File: src/rtl/ixc_assign_arb_pkg.sv
// Shared types and width helpers for the round-robin assign-channel arbiter.
package ixc_assign_arb_pkg;

   typedef enum logic {
      IDLE = 1'b0,
      OWN  = 1'b1
   } state_t;

   // Width of a register able to index n values; never narrower than one bit.
   function automatic int idx_width(input int n);
      return (n <= 1) ? 1 : $clog2(n);
   endfunction

endpackage

File: src/rtl/ixc_assign_rr_pick.sv
// Rotate-priority picker: first set request at or above start, wrapping modulo NREQ.
module ixc_assign_rr_pick
   import ixc_assign_arb_pkg::*;
#(
   parameter int NREQ = 4,
   parameter int IW   = idx_width(NREQ)
) (
   input  logic [NREQ-1:0] req,
   input  logic [IW-1:0]   start,
   output logic            found,
   output logic [IW-1:0]   index,
   output logic [NREQ-1:0] onehot
);

   logic [IW:0]   pos;
   logic [IW-1:0] idx;

   always_comb begin
      found  = 1'b0;
      index  = '0;
      onehot = '0;
      pos    = '0;
      idx    = '0;
      for (int k = 0; k < NREQ; k++) begin
         pos = {1'b0, start} + (IW+1)'(k);
         if (pos >= (IW+1)'(NREQ)) begin
            pos = pos - (IW+1)'(NREQ);
         end
         idx = pos[IW-1:0];
         if (!found && req[idx]) begin
            found       = 1'b1;
            index       = idx;
            onehot[idx] = 1'b1;
         end
      end
   end

endmodule

File: src/rtl/ixc_assign_arb.sv
// Round-robin owner selection for a shared W-bit assign channel, with a bounded
// hold window per owner and a registered copy of the owner's value on L.
module ixc_assign_arb
   import ixc_assign_arb_pkg::*;
#(
   parameter int NREQ     = 4,
   parameter int W        = 4,
   parameter int MAX_HOLD = 4
) (
   input  logic              clk,
   input  logic              rst,
   input  logic [NREQ-1:0]   req,
   input  logic [NREQ*W-1:0] data,
   output logic [NREQ-1:0]   gnt,
   output logic [W-1:0]      L,
   output logic              L_vld,
   output logic              busy
);

   localparam int IW = idx_width(NREQ);
   localparam int HW = idx_width(MAX_HOLD + 1);

   state_t          state, state_next;
   logic [IW-1:0]   ptr, ptr_next;
   logic [IW-1:0]   owner, owner_next;
   logic [HW-1:0]   hold_cnt, hold_next;
   logic [NREQ-1:0] gnt_next;
   logic [W-1:0]    l_next;
   logic            vld_next;

   logic [W-1:0]    data_arr [NREQ];
   logic            release_own;
   logic [IW-1:0]   rel_start;
   logic [IW-1:0]   start;
   logic            pick_found;
   logic [IW-1:0]   pick_index;
   logic [NREQ-1:0] pick_onehot;

   always_comb begin
      for (int i = 0; i < NREQ; i++) begin
         data_arr[i] = data[i*W +: W];
      end
   end

   // A release re-arbitrates in the same cycle from the slot after the owner.
   always_comb begin
      release_own = !req[owner] || (hold_cnt == HW'(MAX_HOLD));
      if (owner == IW'(NREQ - 1)) begin
         rel_start = '0;
      end else begin
         rel_start = owner + IW'(1);
      end
      start = (state == OWN) ? rel_start : ptr;
   end

   ixc_assign_rr_pick #(
      .NREQ (NREQ),
      .IW   (IW)
   ) u_pick (
      .req    (req),
      .start  (start),
      .found  (pick_found),
      .index  (pick_index),
      .onehot (pick_onehot)
   );

   always_ff @(posedge clk) begin
      if (rst) begin
         state <= IDLE;
      end else begin
         state <= state_next;
      end
   end

   always_comb begin
      state_next = state;
      ptr_next   = ptr;
      owner_next = owner;
      hold_next  = hold_cnt;
      gnt_next   = gnt;
      l_next     = L;
      vld_next   = L_vld;
      case (state)
         IDLE: begin
            if (pick_found) begin
               state_next = OWN;
               owner_next = pick_index;
               gnt_next   = pick_onehot;
               l_next     = data_arr[pick_index];
               vld_next   = 1'b1;
               hold_next  = HW'(1);
            end else begin
               gnt_next = '0;
               vld_next = 1'b0;
            end
         end
         OWN: begin
            if (!release_own) begin
               l_next    = data_arr[owner];
               hold_next = hold_cnt + HW'(1);
            end else begin
               ptr_next = rel_start;
               if (pick_found) begin
                  owner_next = pick_index;
                  gnt_next   = pick_onehot;
                  l_next     = data_arr[pick_index];
                  vld_next   = 1'b1;
                  hold_next  = HW'(1);
               end else begin
                  state_next = IDLE;
                  gnt_next   = '0;
                  vld_next   = 1'b0;
                  hold_next  = '0;
               end
            end
         end
         default: begin
            state_next = IDLE;
         end
      endcase
   end

   always_ff @(posedge clk) begin
      if (rst) begin
         ptr      <= '0;
         owner    <= '0;
         hold_cnt <= '0;
         gnt      <= '0;
         L        <= '0;
         L_vld    <= 1'b0;
      end else begin
         ptr      <= ptr_next;
         owner    <= owner_next;
         hold_cnt <= hold_next;
         gnt      <= gnt_next;
         L        <= l_next;
         L_vld    <= vld_next;
      end
   end

   always_comb begin
      busy = (state == OWN);
   end

endmodule
File: config.mk
export PLATFORM = sky130hd
export DESIGN_NAME = ixc_assign_arb
export DESIGN_NICKNAME = d
export VERILOG_FILES = /design/src/rtl/ixc_assign_arb_pkg.sv /design/src/rtl/ixc_assign_rr_pick.sv /design/src/rtl/ixc_assign_arb.sv
export SDC_FILE = /design/constraint.sdc
export NUM_CORES = 1
export LEC_CHECK = 0
export ABC_AREA = 1
export CAP_MARGIN = 40
export CORE_ASPECT_RATIO = 1.1
export CORE_UTILIZATION = 52
export DETAILED_ROUTE_END_ITERATION = 7
export GPL_TIMING_DRIVEN = 0
export PLACE_DENSITY = 0.8
export SYNTH_ARGS = -nofsm -noshare
export SYNTH_HDL_FRONTEND = slang
export SYNTH_SLANG_ARGS = --single-unit
File: constraint.sdc
create_clock -name clk -period 3.49 [get_ports clk]
set_input_delay 0.698 -clock clk [delete_from_list [all_inputs] [get_ports clk]]
set_output_delay 0.698 -clock clk [all_outputs]
set_load 0.01 [all_outputs]
### Yosys cells after proc, flatten, opt, wreduce, memory -nomap -nowiden

Index checks and enable logic that the tools add are counted.

* add/sub/neg operators: 9
* reduce and logical (&&, ||, !) cells: 13
* multiplexer cells: 60
* bitwise operators: 6
* $lt $le $gt $ge: 15
* eq/ne operators: 4

Operators with widths (number)
* 2-to-1 mux 4 bit: 12
* 2-to-1 mux 2 bit: 12
* 2-to-1 mux 1 bit: 17
* binary-select mux 4 bit (select 2 bit): 2
* case mux 4 bit (2 select lines): 2
* greater-or-equal comparator 3 bit (second input constant): 5
* less-than comparator 2 x 3 -> 1 bit (second input constant): 5
* OR 4 bit: 3
* binary-select mux 1 bit (select 2 bit): 5
* demux 1 bit (select 2 bit): 4
* greater-or-equal comparator 2 x 1 -> 1 bit (second input constant): 4
* subtractor 2 x 1 -> 2 bit (second input constant): 4
* logical AND 1 bit: 7
* adder 2 x 2 -> 3 bit (second input constant): 2
* 2-to-1 mux 3 bit: 2
* NOT 2 -> 3 bit: 2
* case mux 3 bit (2 select lines): 1
* logical NOT 1 bit: 4
* case mux 1 bit (2 select lines): 2
* case mux 2 bit (2 select lines): 1
* adder 2 x 1 -> 3 bit (second input constant): 1
* adder 3 x 1 -> 3 bit (second input constant): 1
* == test 3 bit (second input constant): 1
* greater-or-equal comparator 2 x 3 -> 1 bit (second input constant): 1
* 7 further kinds: 7

* bits of input ports: 22
* output and inout bits: 10
* flip-flop bits (word level): 17
* word-level logic and storage cells: 114

### Longest topological paths before layout

* word-level depth: 24
* depth in mapped cells: 18
* depth with buffers taken out: 18

### By module

Synthesis repeated with hierarchy kept, for this count alone.

* cells, all modules: 254
* area, all modules: 1511.4 µm²

Modules (own cells, without submodules)
* ixc_assign_arb: area each 1071.0 µm², cells an instance 180, seq. area each 340.3 µm², instances 1
* ixc_assign_rr_pick: area each 440.4 µm², cells an instance 74, seq. area each 0.0 µm², instances 1

### Least setup slack after synthesis

No wires, ideal clock.

* path kind: reg2reg
* start point: reg owner[0]
* end point: reg L[1]
* cell stages (with the launch flop): 18
* required time: 3380 ps
* path buffers: 0
* slack: 901 ps
* data arrival time: 2479 ps
* path through: dfxtp_1 -> ha_1 -> nor2_1 -> nand2_2 -> nand2_4 -> inv_1 -> ha_1 -> inv_1 -> nand3_1 -> nand2_4 -> nand3_4 -> nor2_8 -> nand2_2 -> o21ai_4 -> inv_4 -> nor2_1 -> and3_1 -> nor2_1

* longest elaborated chain between the ends: 24
* elaborated cells between the ends (all ways): 56

RTL lines
* start, declared: line ixc_assign_arb.sv:25 `logic [IW-1:0] owner, owner_next;`
* start signal, assigned: line ixc_assign_arb.sv:133 `owner <= owner_next;`
* parallel branches: the longest is 23 deep, another holds adder 2 x 1 -> 3 bit
* case mux 4 bit (2 select lines) (*): line ixc_assign_arb.sv:83 `case (state)`
* end signal, assigned: line ixc_assign_arb.sv:136 `L <= l_next;`
* end, declared: line ixc_assign_arb.sv:15 `output logic [W-1:0] L,`

Mark *: on every way between the ends. The select of a mux whose other input is x is not followed.
A chain may end at the register's enable or synchronous reset.

### Worst setup path in the final report

* start point: reg owner[1]
* end point: reg L[0]

Same word-level chain as after synthesis.

==> results.py <==
metrics = {
    "timing": {
        "relSlewSlack": 0.662,
        "min_period_ns": 3.01,
        "setup_viol_count_final": 0,
        "setup_tns_ns": 0,
        "finClkSkew_ns": 0.0101,
        "whs_ns": 0.470,
        "fmax_mhz": 332,
        "slew_violations": 0,
        "rsz0062_at_grt": "false",
        "fin_crit_sh": 0.862,
        "hold_viol_final": 0,
        "worst_pin_slew_ns": 0.506,
    },
    "floorplan": {
        "pin_count": 32,
        "start_util": 0.562,
        "die_h_um": 60.3,
        "die_w_um": 55.0,
        "coreArea_um2": 2850,
        "rows": 20,
        "fp.dieArea_um2": 3310,
    },
    "global_route": {
        "antenna_found_initial": 0,
        "grt_pass1_wl_um": 5790,
        "grt-busiest-layer": "met2",
        "grt_overflow": 0,
        "grtUsageMet1": 0.326,
        "grt_use_total": 0.238,
        "grt_start_max_net_pins": 12,
        "grt_pass1_vias": 1382,
        "use_met2": 0.391,
        "met3_usage": 0.0127,
    },
    "logic_synthesis": {
        "ys_types": 34,
        "syn-cell-area_um2": 1600,
        "ys_warn_count": 0,
        "synth-seq-cells": 17,
        "synth_top_area_share": 0.212,
        "synthCells": 237,
        "synth_area_per_cell_um2": 6.77,
        "synthTopCellsByArea": "dfxtp_1 21%, nand2_1 11%, nand3_1 8.7%",
        "synth-seq-area-share": 0.212,
        "yosys.area.top_type": "dfxtp_1",
        "syn_nets": 270,
    },
    "finish": {
        "final_common_cell": "nand2_1",
        "area_growth_pct": 23.8,
        "mostFrequentLayoutCells": "49 x nand2_1, 33 x inv_1, 31 x clkdlybuf4s50_1",
        "stdcell_count": 305,
        "final_area_um2": 1990,
        "nFillCells": 252,
        "n_antenna_cell": 0,
        "nets": 306,
        "drive_gt1_frac": 0.129,
        "final_core_util": 0.696,
    },
    "worst_setup_path": {
        "crit_family": "simple AND/OR/NAND/NOR gates",
        "timing.rr.start": "owner[1]",
        "startpoint": "owner[1]",
        "crit_path_max_incr_delay_ns": 0.41,
        "cp_cell_sequence": "ha_1, nor2_1, nand2_2, nand2_4, inv_1, ha_1, inv_1, nand3_1, nand2_4, nand3_4, nor2_8, nand2_2, o21ai_4, inv_4, nand3_1, nand3_1, nand2_1, inv_1",
        "path_buf_inv": 4,
        "cp-end-kind": "register",
        "path_class": "reg2reg",
        "crit_arrival_ns": 3.20,
        "cpMaxStageDelayCell": "ha_1",
        "cp.required_ns": 3.68,
        "worst_setup_path_start_kind": "register",
        "cp_max_fo": 7,
    },
    "run_status": {
        "status": "complete, no violations",
    },
    "routing": {
        "dr.pass1.iters": 4,
        "antenna_left": 0,
        "num_vias": 1634,
        "drc": 0,
        "viasPerCell": 5.36,
        "routedWlPerCell_um": 12.2,
        "postRouteWirelength_um": 3720,
        "first_iter_violations": 47,
    },
    "placed_design": {
        "portBuffers": 31,
        "dp_cells": 301,
        "globalplace.congestion": 0.808,
        "post_dp_cell_area_um2": 1960,
        "dpl.hpwl_um": 3010,
    },
    "pwr": {
        "power_density_nw_per_um2": 1010,
        "p_leak_nw": 0.950,
        "ir_drop_mv": 0.730,
    },
    "clock_network": {
        "cts_hold_buf": 0,
        "cts_tree": "done",
        "cts_buffer_depth": 2,
        "cts_sinks": 17,
        "post-cts-setup-buffers": 0,
        "clk_pin_slew_worst_paths_ns": 0.11,
        "cts_root_buffer": "clkbuf_4",
        "h-tree-depth": 1,
        "numCtsBuffers": 3,
        "cts_resized": 0,
        "clk_latency_ns": 0.29,
    },
    "hold_path": {
        "hp-class": "reg2reg",
        "min_from": "gnt[0]",
    },
    "run": {
        "cap_violations": 0,
    },
}
==> final timing paths <==
| check | end | slack (ns) | depth (start not counted) |
|---|---|---|---|
| worst min-delay path | gnt[0] | 0.47 | 2 |
| worst min register to register | gnt[0] | 0.47 | 2 |
| worst max register to register | L[0] | 0.48 | 18 |
| worst max-delay path | L[0] | 0.48 | 18 |
==> area by class of cell <==
type / instances / area [um2] / share of cell area
Tap cell: 33 / 41.3 / 0.0208
Buffer: 4 / 17.5 / 0.00882
Clock inverter: 1 / 7.51 / 0.00378
Clock buffer: 3 / 22.5 / 0.0113
Inverter: 38 / 145 / 0.0731
Timing Repair Buffer: 31 / 310 / 0.156
Sequential cell: 17 / 340 / 0.171
Multi-Input combinational cell: 178 / 1100 / 0.555
==> cells by family after synthesis <==
family,share of synthesized area
AO/OA/AOI/OAI,0.174
XOR/XNOR,0.00546
AND/OR/NAND/NOR,0.421
adder cells (fa/ha/maj),0.0858
buffers and inverters,0.101
flip-flops,0.212
==> synthesized netlist by cell type <==
library cell  count
nor2_8            1
nand4_1           1
o21ai_4           1
o21ai_0          10
clkinv_1          1
or2_1             1
inv_1            33
nand2_1          49
inv_4             1
nand3_1          28
o22ai_1           3
and2_1            1
nand3_2           4
o21a_1            1
nand2_2           7
and3_1            1
inv_2             3
nand2_8           1
o221ai_1          4
nand2_4           7
a211oi_1          1
ha_1             11
dfxtp_1          17
o2111ai_1         4
o21ai_1           2
nand3_4           2
buf_2             2
nor2_1           16
a21oi_1          18
nand4_4           1
o21ai_2           1
nand3b_1          1
clkbuf_1          2
xor2_1            1
==> metal layers <==
| layer | part of all wire | wire length (um) |
|---|---|---|
| met5 | 0 | 0 |
| met4 | 0.0083 | 31 |
| met3 | 0.030 | 112 |
| met2 | 0.47 | 1760 |
| met1 | 0.49 | 1820 |
==> flip-flops by register name (all words and copies together) (netlist names) <==
name / count
hold_cnt: 3
L_vld: 1
ptr: 2
owner: 2
busy: 1
gnt: 4
L: 4
==> report_power, final <==
| group | leakage [nW] | switching [mW] | internal (mW) |
|---|---|---|---|
| registers | 0.141 | 0.0536 | 0.271 |
| logic | 0.795 | 0.996 | 0.572 |
| clock network | 0.0139 | 0.0621 | 0.0435 |
| total | 0.950 | 1.11 | 0.887 |
==> stage by stage <==
step | setup slack, ns | power, mW
after floorplan | 0.901 | 1.51
after global placement | 0.517 | 1.87
after detailed placement | 0.511 | 1.89
after CTS | 0.491 | 2.00
after global routing | 0.268 | 2.19
final | 0.482 | 2.00
==> worst reg2reg max path, stage by stage (launching register included) <==
cell and delay, ns:
dfxtp_1 0.38, ha_1 0.22, nor2_1 0.15, nand2_2 0.13, nand2_4 0.15, inv_1 0.16
ha_1 0.41, inv_1 0.12, nand3_1 0.16, nand2_4 0.15, nand3_4 0.13, nor2_8 0.17
nand2_2 0.08, o21ai_4 0.11, inv_4 0.08, nand3_1 0.09, nand3_1 0.12, nand2_1 0.09
inv_1 0.03
Power figures use the tool's default switching activity.
